[src/rtl/booth_r4_mul.sv]
// booth_r4_mul: iterative radix-4 Booth multiplier, two multiplier bits per cycle,
// signed/unsigned operands, optional accumulate into dout, valid/ready on both sides.
module booth_r4_mul #(
    parameter int DIN0_WIDTH = 16,
    parameter int DIN1_WIDTH = 16,
    parameter int DOUT_WIDTH = 32
) (
    input  logic                  axis_clk,
    input  logic                  axis_rst_n,
    input  logic [DIN0_WIDTH-1:0] din0,
    input  logic [DIN1_WIDTH-1:0] din1,
    input  logic                  is_signed,
    input  logic                  acc_en,
    input  logic                  in_valid,
    output logic                  in_ready,
    output logic [DOUT_WIDTH-1:0] dout,
    output logic                  out_valid,
    input  logic                  out_ready
);
    localparam int ITER = (DIN1_WIDTH + 2) / 2;
    localparam int AW = DIN0_WIDTH + 3;
    localparam int BW = 2 * ITER + 1;
    localparam int CW = $clog2(ITER + 1);

    if (DIN0_WIDTH < 2 || DIN1_WIDTH < 2 || DOUT_WIDTH < DIN0_WIDTH + DIN1_WIDTH) begin : g_bad_params
        $error("booth_r4_mul: invalid width parameters");
    end

    typedef enum logic [1:0] {IDLE, CALC, DONE} state_t;

    state_t                      state;
    logic signed [DIN0_WIDTH:0]  a_pos, a_neg, a_in;
    logic signed [DIN1_WIDTH:0]  b_in;
    logic signed [AW-1:0]        acc, addend, sum;
    logic [BW-1:0]               mb;
    logic [CW-1:0]               cnt;
    logic                        acc_en_q;
    logic [2:0]                  t;
    logic signed [AW+BW-1:0]     sh;
    logic signed [AW+BW-2:0]     prod;

    assign a_in = {is_signed & din0[DIN0_WIDTH-1], din0};
    assign b_in = {is_signed & din1[DIN1_WIDTH-1], din1};
    assign in_ready = state == IDLE;
    assign t = mb[2:0];
    assign addend = (t == 3'b001 || t == 3'b010) ? AW'(a_pos) :
                    (t == 3'b011)                ? AW'(a_pos) <<< 1 :
                    (t == 3'b100)                ? AW'(a_neg) <<< 1 :
                    (t == 3'b101 || t == 3'b110) ? AW'(a_neg) : '0;
    assign sum = acc + addend;
    // mb[0] is the previous multiplier bit; after the last shift it holds leftover sign, so drop it
    assign sh = $signed({sum, mb}) >>> 2;
    assign prod = sh[AW+BW-1:1];

    always_ff @(posedge axis_clk or negedge axis_rst_n) begin
        if (!axis_rst_n) begin
            state     <= IDLE;
            a_pos     <= '0;
            a_neg     <= '0;
            acc       <= '0;
            mb        <= '0;
            cnt       <= '0;
            acc_en_q  <= 1'b0;
            dout      <= '0;
            out_valid <= 1'b0;
        end else begin
            case (state)
                IDLE: if (in_valid) begin
                    a_pos    <= a_in;
                    a_neg    <= -a_in;
                    mb       <= {(BW-1)'(b_in), 1'b0};
                    acc      <= '0;
                    cnt      <= '0;
                    acc_en_q <= acc_en;
                    state    <= CALC;
                end
                CALC: begin
                    {acc, mb} <= sh;
                    cnt       <= cnt + 1'b1;
                    if (cnt == CW'(ITER - 1)) begin
                        dout      <= (acc_en_q ? dout : '0) + DOUT_WIDTH'(prod);
                        out_valid <= 1'b1;
                        state     <= DONE;
                    end
                end
                DONE: if (out_ready) begin
                    out_valid <= 1'b0;
                    state     <= IDLE;
                end
                default: state <= IDLE;
            endcase
        end
    end
endmodule

[config.mk]
export PLATFORM = sky130hd
export DESIGN_NAME = booth_r4_mul
export DESIGN_NICKNAME = d
export VERILOG_FILES = /design/src/rtl/booth_r4_mul.sv
export SDC_FILE = /design/constraint.sdc
export NUM_CORES = 1
export LEC_CHECK = 0
export ABC_AREA = 1
export CORE_UTILIZATION = 50
export DETAILED_ROUTE_END_ITERATION = 12
export GPL_ROUTABILITY_DRIVEN = 0
export PLACE_DENSITY = 0.72
export SETUP_SLACK_MARGIN = 0.3
export SLEW_MARGIN = 20
export SYNTH_ARGS = -nofsm -noshare
export SYNTH_HDL_FRONTEND = slang
export SYNTH_SLANG_ARGS = --single-unit
[constraint.sdc]
create_clock -name axis_clk -period 3.5 [get_ports axis_clk]
set_input_delay 0.7 -clock axis_clk [delete_from_list [all_inputs] [get_ports axis_clk]]
set_output_delay 0.7 -clock axis_clk [all_outputs]
set_load 0.03 [all_outputs]
## Yosys cells after proc, flatten, opt, wreduce, memory -nomap -nowiden

Cells that the tools add are included.

- Flip-flop bits (word level): 112
- Bits of input ports: 38
- Output and inout port bits: 34
- Word-level logic and storage cells: 55

- Add/subtract/negate cells: 4
- Equal/unequal tests: 12
- Muxes and demuxes: 18
- Bitwise logic cells: 2
- Reductions and logical operators: 10

Operators by type and width:

| operator | number |
|---|---|
| two-way mux 19 bit | 6 |
| one-hot mux 19 bit (2 select lines) | 2 |
| adder 32 bit | 1 |
| two-way mux 32 bit | 1 |
| adder 19 bit | 1 |
| negator 17 bit | 1 |
| == test 3 bit, second input constant | 3 |
| one-hot mux 4 bit (2 select lines) | 1 |
| == test 3 x 2 -> 1 bit, second input constant | 2 |
| two-way mux 2 bit | 3 |
| inequality test 2 bit, second input constant | 3 |
| one-hot mux 2 bit (3 select lines) | 1 |
| AND reduction 2 bit | 3 |
| AND reduction 3 bit | 2 |
| adder 4 x 1 -> 4 bit, second input constant | 1 |
| == test 4 bit, second input constant | 1 |
| two-way mux 4 bit | 1 |
| nonzero test 2 bit | 2 |
| == test 3 x 1 -> 1 bit, second input constant | 1 |
| AND 1 bit | 2 |
| == test 2 x 1 -> 1 bit, second input constant | 1 |
| == test 2 bit, second input constant | 1 |
| logical NOT 2 bit | 1 |
| logical OR 1 bit | 2 |
| other kinds (2) | 3 |

## Logic depth before layout (Yosys ltp)

Gate-level depths: netlist (run 1).

- Depth in word-level cells: 8
- Depth in mapped cells: 29
- Gate-level depth less buffers: 29

## Worst setup path before layout (run 1)

OpenSTA, ideal clock, no wires.

- Path kind: register to register
- Start point: register mb[1]
- End point: register dout[30]
- Setup time: 0.117 ns
- Arrival: 3.492 ns
- Data required time: 3.383 ns
- Path slack: -0.109 ns
- Stages on the path, launching flop included: 27
- Path buffers: 1
- Clock period less this slack: 3.609 ns
- Cells stage by stage: dfrtp_1 -> nor2_2 -> nand2_1 -> inv_2 -> buf_2 -> o22ai_1 -> a22oi_1 -> inv_1 -> fa_1 -> inv_1 -> nand3_1 -> nand2_1 -> a21boi_2 -> o21ai_2 -> a21o_1 -> nand2_1 -> and2_1 -> ha_1 -> inv_1 -> nor3_1 -> nand2_1 -> nor2_1 -> nand2_1 -> nand2_1 -> nand2_1 -> nand3_1 -> nand2_1

- Longest elaborated chain between the ends: 8
- Elaborated cells on any way between the ends: 14
- Classes of those cells: add/sub: 2; eq/ne: 6; mux: 4; reduce/logical: 2

RTL lines:

| element | line | source |
|---|---|---|
| from (decl) | 35 | `logic [BW-1:0] mb;` |
| from (signal assigned) | 71 | `mb <= {(BW-1)'(b_in), 1'b0};` |
| from (signal assigned) | 78 | `{acc, mb} <= sh;` |
| == test 3 bit | 49 | `(t == 3'b101 \|\| t == 3'b110) ? AW'(a_neg) : '0;` |
| logical OR 1 bit | 49 |  |
| two-way mux 19 bit | 49 |  |
| two-way mux 19 bit | 48 | `(t == 3'b100) ? AW'(a_neg) <<< 1 :` |
| two-way mux 19 bit | 47 | `(t == 3'b011) ? AW'(a_pos) <<< 1 :` |
| two-way mux 19 bit * | 46 | `assign addend = (t == 3'b001 \|\| t == 3'b010) ? AW'(a_pos) :` |
| adder 19 bit * | 50 | `assign sum = acc + addend;` |
| adder 32 bit * | 81 | `dout <= (acc_en_q ? dout : '0) + DOUT_WIDTH'(prod);` |
| to (signal assigned) | 81 |  |
| to (decl) | 16 | `output logic [DOUT_WIDTH-1:0] dout,` |

Mark *: on every way between the ends. The rest lies on a longest branch, timed or not.
A chain may end at the register's enable or synchronous reset.

## Worst setup path after layout (run 1)

- Start point: register mb[2]
- End point: register dout[31]

Same word-level chain as after synthesis.

==> results by group, run 1 <==
Run status
  – Outcome: finished with violations
  – Failing checks: negative setup slack

Yosys
  – Synthesized netlist net count: 1262
  – Number of flops mapped to enable cells by yosys: 0
  – Most used DFF post-synth: sky130_fd_sc_hd__dfrtp_1
  – Synthesized area: 8180 µm²
  – Share of synthesized area occupied by flip-flops and latches: 0.334
  – Number of register bits inferred by synthesis: 109
  – Top area cells in the synthesized netlist: sky130_fd_sc_hd__dfrtp_1 33%, sky130_fd_sc_hd__nand2_1 17%, sky130_fd_sc_hd__ha_1 8.1%
  – Average footprint of a synthesized cell: 7.00 µm²
  – Count of warnings emitted by yosys: 0
  – Ys async rst share: 1.00
  – Cell count after synthesis: 1169
  – Post-synthesis cell type with the largest combined area: sky130_fd_sc_hd__dfrtp_1
  – Number of distinct library cells after synthesis: 46
  – Share of Yosys cell area claimed by the top area cell type: 0.334

Timing
  – Actual slew at the worst max-slew pin: 0.926 ns
  – Setup clock skew after layout: 0.0187 ns
  – Max Freq: 258 MHz
  – Worst Slack Setup Final: -0.379 ns
  – Slew headroom: 0.381
  – Max Transition Viols Final: 0
  – RSZ-0062 raised after global routing: yes
  – Final Critical Period: 3.88 ns
  – Fin. Hold Viols: 0
  – Ratio of final minimum period to clock period: 1.11
  – Setup violators final: 11
  – Setup tns final: -2.60 ns

Final layout
  – Count of antenna diodes in the layout: 0
  – Total of fill cells in the finished design: 1185
  – Layout cell share with drive strength beyond 1: 0.269
  – Net count reported at finish: 1445
  – Area added between synthesis and finish: 39.0%
  – Share of the core filled with cells: 0.713

Detailed routing
  – Post-route antenna net violation count: 0
  – Detailed Route Iter0 Violations: 766
  – Sum of routed wire length over all layers: 26000 µm
  – Detailed-route wire length per cell: 16.5 µm
  – Detailed-routing iteration count for the pre-antenna-repair pass: 5
  – Avg Vias per Cell: 5.59
  – Total via count after detailed routing: 8789
  – Number of remaining DRC errors: 0

Hold path
  – Worst min-delay path category: input port to asynchronous set/reset pin

Global route
  – Number of global-route vias before repair: 8002
  – Total overflow reported by the global router: 0
  – Wire length of the first global-routing pass: 38900 µm
  – Number of antenna violations at the first check in global routing: 0
  – Maximum number of pins on one net before global-route repair: 61
  – All-Layer GR Usage: 0.294

Worst setup path
  – Endpoint class of the critical path: flop
  – Worst Path Required: 3.76 ns
  – Internal reg-to-reg setup slack: -0.38 ns
  – Biggest fanout along the worst timing path: 8
  – Path type of the worst setup path: flop to flop
  – Number of cell instances on the worst register-to-register path: 22
  – Worst reg2reg endpoint: dout[31]$_DFFE_PN0P_
  – Reg-to-reg critical path startpoint: mb[2]$_DFFE_PN0P_
  – Kind of start point of the critical path: flop
  – Crit path DAT: 4.14 ns

Clock network
  – Clock transition at path regs: 0.09 ns
  – Maximum count of clock buffers along a single path: 2
  – Library cell used as clock root buffer: sky130_fd_sc_hd__clkbuf_16
  – Clock latency of the later-clocked register in the worst-skew pair: 0.38 ns
  – Number of buffers added by the clock tree synthesis step: 9
  – TritonCTS clock tree: yes
  – Number of sinks handled by clock tree synthesis: 109
  – H-tree depth: 3

Place
  – Number of buffer cells added on primary ports: 71
  – Detail Placement HPWL: 16900 µm

Floorplan
  – Die Area: 16900 µm²
  – Starting utilization of the core area: 0.513
  – Total I/O pin count: 72
  – Standard-cell row count: 46
  – Die Height: 130 µm
  – Die Wd: 130 µm
  – Core Footprint: 15900 µm²

Job
  – # Max-Cap Violations: 0
## cell usage in the layout, fill, tap and decap left out, types with 9 or more instances in the layout
cell type	instances
sky130_fd_sc_hd__a21oi_1	33
sky130_fd_sc_hd__a21oi_2	21
sky130_fd_sc_hd__a21oi_4	9
sky130_fd_sc_hd__a221oi_1	10
sky130_fd_sc_hd__a221oi_2	11
sky130_fd_sc_hd__buf_4	121
sky130_fd_sc_hd__buf_6	10
sky130_fd_sc_hd__clkbuf_16	9
sky130_fd_sc_hd__clkdlybuf4s50_1	70
sky130_fd_sc_hd__dfrtp_1	109
sky130_fd_sc_hd__ha_1	36
sky130_fd_sc_hd__ha_4	17
sky130_fd_sc_hd__inv_1	116
sky130_fd_sc_hd__inv_2	28
sky130_fd_sc_hd__nand2_1	336
sky130_fd_sc_hd__nand2_2	35
sky130_fd_sc_hd__nand2_4	10
sky130_fd_sc_hd__nand3_1	83
sky130_fd_sc_hd__nor2_1	54
sky130_fd_sc_hd__nor2_2	16
sky130_fd_sc_hd__nor2_4	23
sky130_fd_sc_hd__nor3_1	9
sky130_fd_sc_hd__o21ai_0	28
sky130_fd_sc_hd__o21ai_1	29
sky130_fd_sc_hd__xnor2_1	14
## layout make-up
type                       instances  area [µm²]  area share
timing repair buffer             203        1760       0.155
clock inverter                     6        66.3     0.00584
sequential                       109        2730       0.240
multi-input combinational        882        5750       0.506
clock buffer                      10         229      0.0201
tap                              216         270      0.0238
inverter                         147         562      0.0494
## per-layer routing
layer	up-vias	routed length, µm	GRT usage
met2	372	12400	0.483
met1	4126	10700	0.386
met5	-	0	0
met3	98	1680	0.0574
met4	0	1170	0.109
li1	4193	-	-
## cells in the mapped netlist (all sizes together) (7+ instances only)
| master | number |
|---|---|
| a21o | 8 |
| nand4 | 8 |
| nand3 | 91 |
| nor3 | 13 |
| xor2 | 11 |
| ha | 53 |
| o21bai | 7 |
| o211ai | 7 |
| clkbuf | 10 |
| dfrtp | 109 |
| xnor2 | 18 |
| a21oi | 63 |
| nand2 | 381 |
| o21ai | 67 |
| a221oi | 21 |
| inv | 147 |
| nor2 | 93 |
| buf | 21 |
## cells by family (layout without fill, tap and decap cells)
kind of cell               after synthesis  in the layout  share of synthesized area
AOI/OAI and AO/OA                      198            198                      0.150
xor gates and xnor gates                29             29                     0.0311
buffers and inverters                  178            366                     0.0854
DFF                                    109            109                      0.334
adders and majority gates               55             55                     0.0860
and+or+nand+nor                        600            600                      0.314
## metrics by stage
step	setup slack, ns	instance area [µm²]	hold WS, ns	std cells
final	-0.379	11400	0.420	1573
after floorplan	0.00535	8250	0.404	1169
after global placement	-0.264	9780	0.469	1518
after CTS	-0.176	10600	0.446	1552
after detailed placement	-0.281	9780	0.478	1518
after global routing	-0.621	11400	0.475	1573
## state kept, by name, summed over array words and instances, names as in the netlist
signal and count:
a_neg 16, a_pos 17, acc 17, acc_en_q 1, cnt 4, dout 32
mb 19, out_valid 1, state 2
## worst max-delay path, stage by stage, from the launching register on
cell and delay [ns]:
sky130_fd_sc_hd__dfrtp_1 0.46, sky130_fd_sc_hd__buf_4 0.22, sky130_fd_sc_hd__nor2_1 0.33, sky130_fd_sc_hd__buf_4 0.25
sky130_fd_sc_hd__a221oi_1 0.10, sky130_fd_sc_hd__ha_1 0.36, sky130_fd_sc_hd__a21oi_2 0.21, sky130_fd_sc_hd__buf_4 0.14
sky130_fd_sc_hd__buf_4 0.10, sky130_fd_sc_hd__o21bai_2 0.08, sky130_fd_sc_hd__a21oi_1 0.13, sky130_fd_sc_hd__nand2_1 0.09
sky130_fd_sc_hd__and2_4 0.17, sky130_fd_sc_hd__ha_4 0.30, sky130_fd_sc_hd__nand2_4 0.08, sky130_fd_sc_hd__nor2_4 0.13
sky130_fd_sc_hd__nand2_1 0.09, sky130_fd_sc_hd__nor2_1 0.12, sky130_fd_sc_hd__nand2_1 0.08, sky130_fd_sc_hd__nand3_2 0.10
sky130_fd_sc_hd__nand3_1 0.08, sky130_fd_sc_hd__nand3_1 0.08, sky130_fd_sc_hd__nand2_1 0.05
## worst max-delay path by stage
stage                       from                    to  cells after the start  slack [ns]
2_1_floorplan  mb[1]$_DFFE_PN0P_  dout[27]$_DFFE_PN0P_                     25       0.005
3_3_place_gp   mb[0]$_DFFE_PN0P_  dout[31]$_DFFE_PN0P_                     24       -0.26
3_5_place_dp   mb[1]$_DFFE_PN0P_  dout[31]$_DFFE_PN0P_                     24       -0.28
4_1_cts        mb[1]$_DFFE_PN0P_  dout[31]$_DFFE_PN0P_                     25       -0.18
5_1_grt        mb[0]$_DFFE_PN0P_  dout[31]$_DFFE_PN0P_                     27       -0.62
6_report       mb[2]$_DFFE_PN0P_  dout[31]$_DFFE_PN0P_                     22       -0.38
## repair_timing
action,in CTS,in global routing
setup endpoints to repair,14,16
endpoints found under the hold margin,0,0
gates resized for setup,80,140
pin swaps,43,72
setup buffers,18,21
hold buffers,0,0
Power of run 1 is not shown: default switching activity piles up to over one toggle a cycle in this logic, so the estimate is an artifact.
==> inputs of run 2 (changes only) <==
- HOLD_SLACK_MARGIN: default -> 0.05
==> results of run 2 <==
Final layout, timing and power as in run 1 (identical DEF).
Power of run 2 is left out for the same reason.
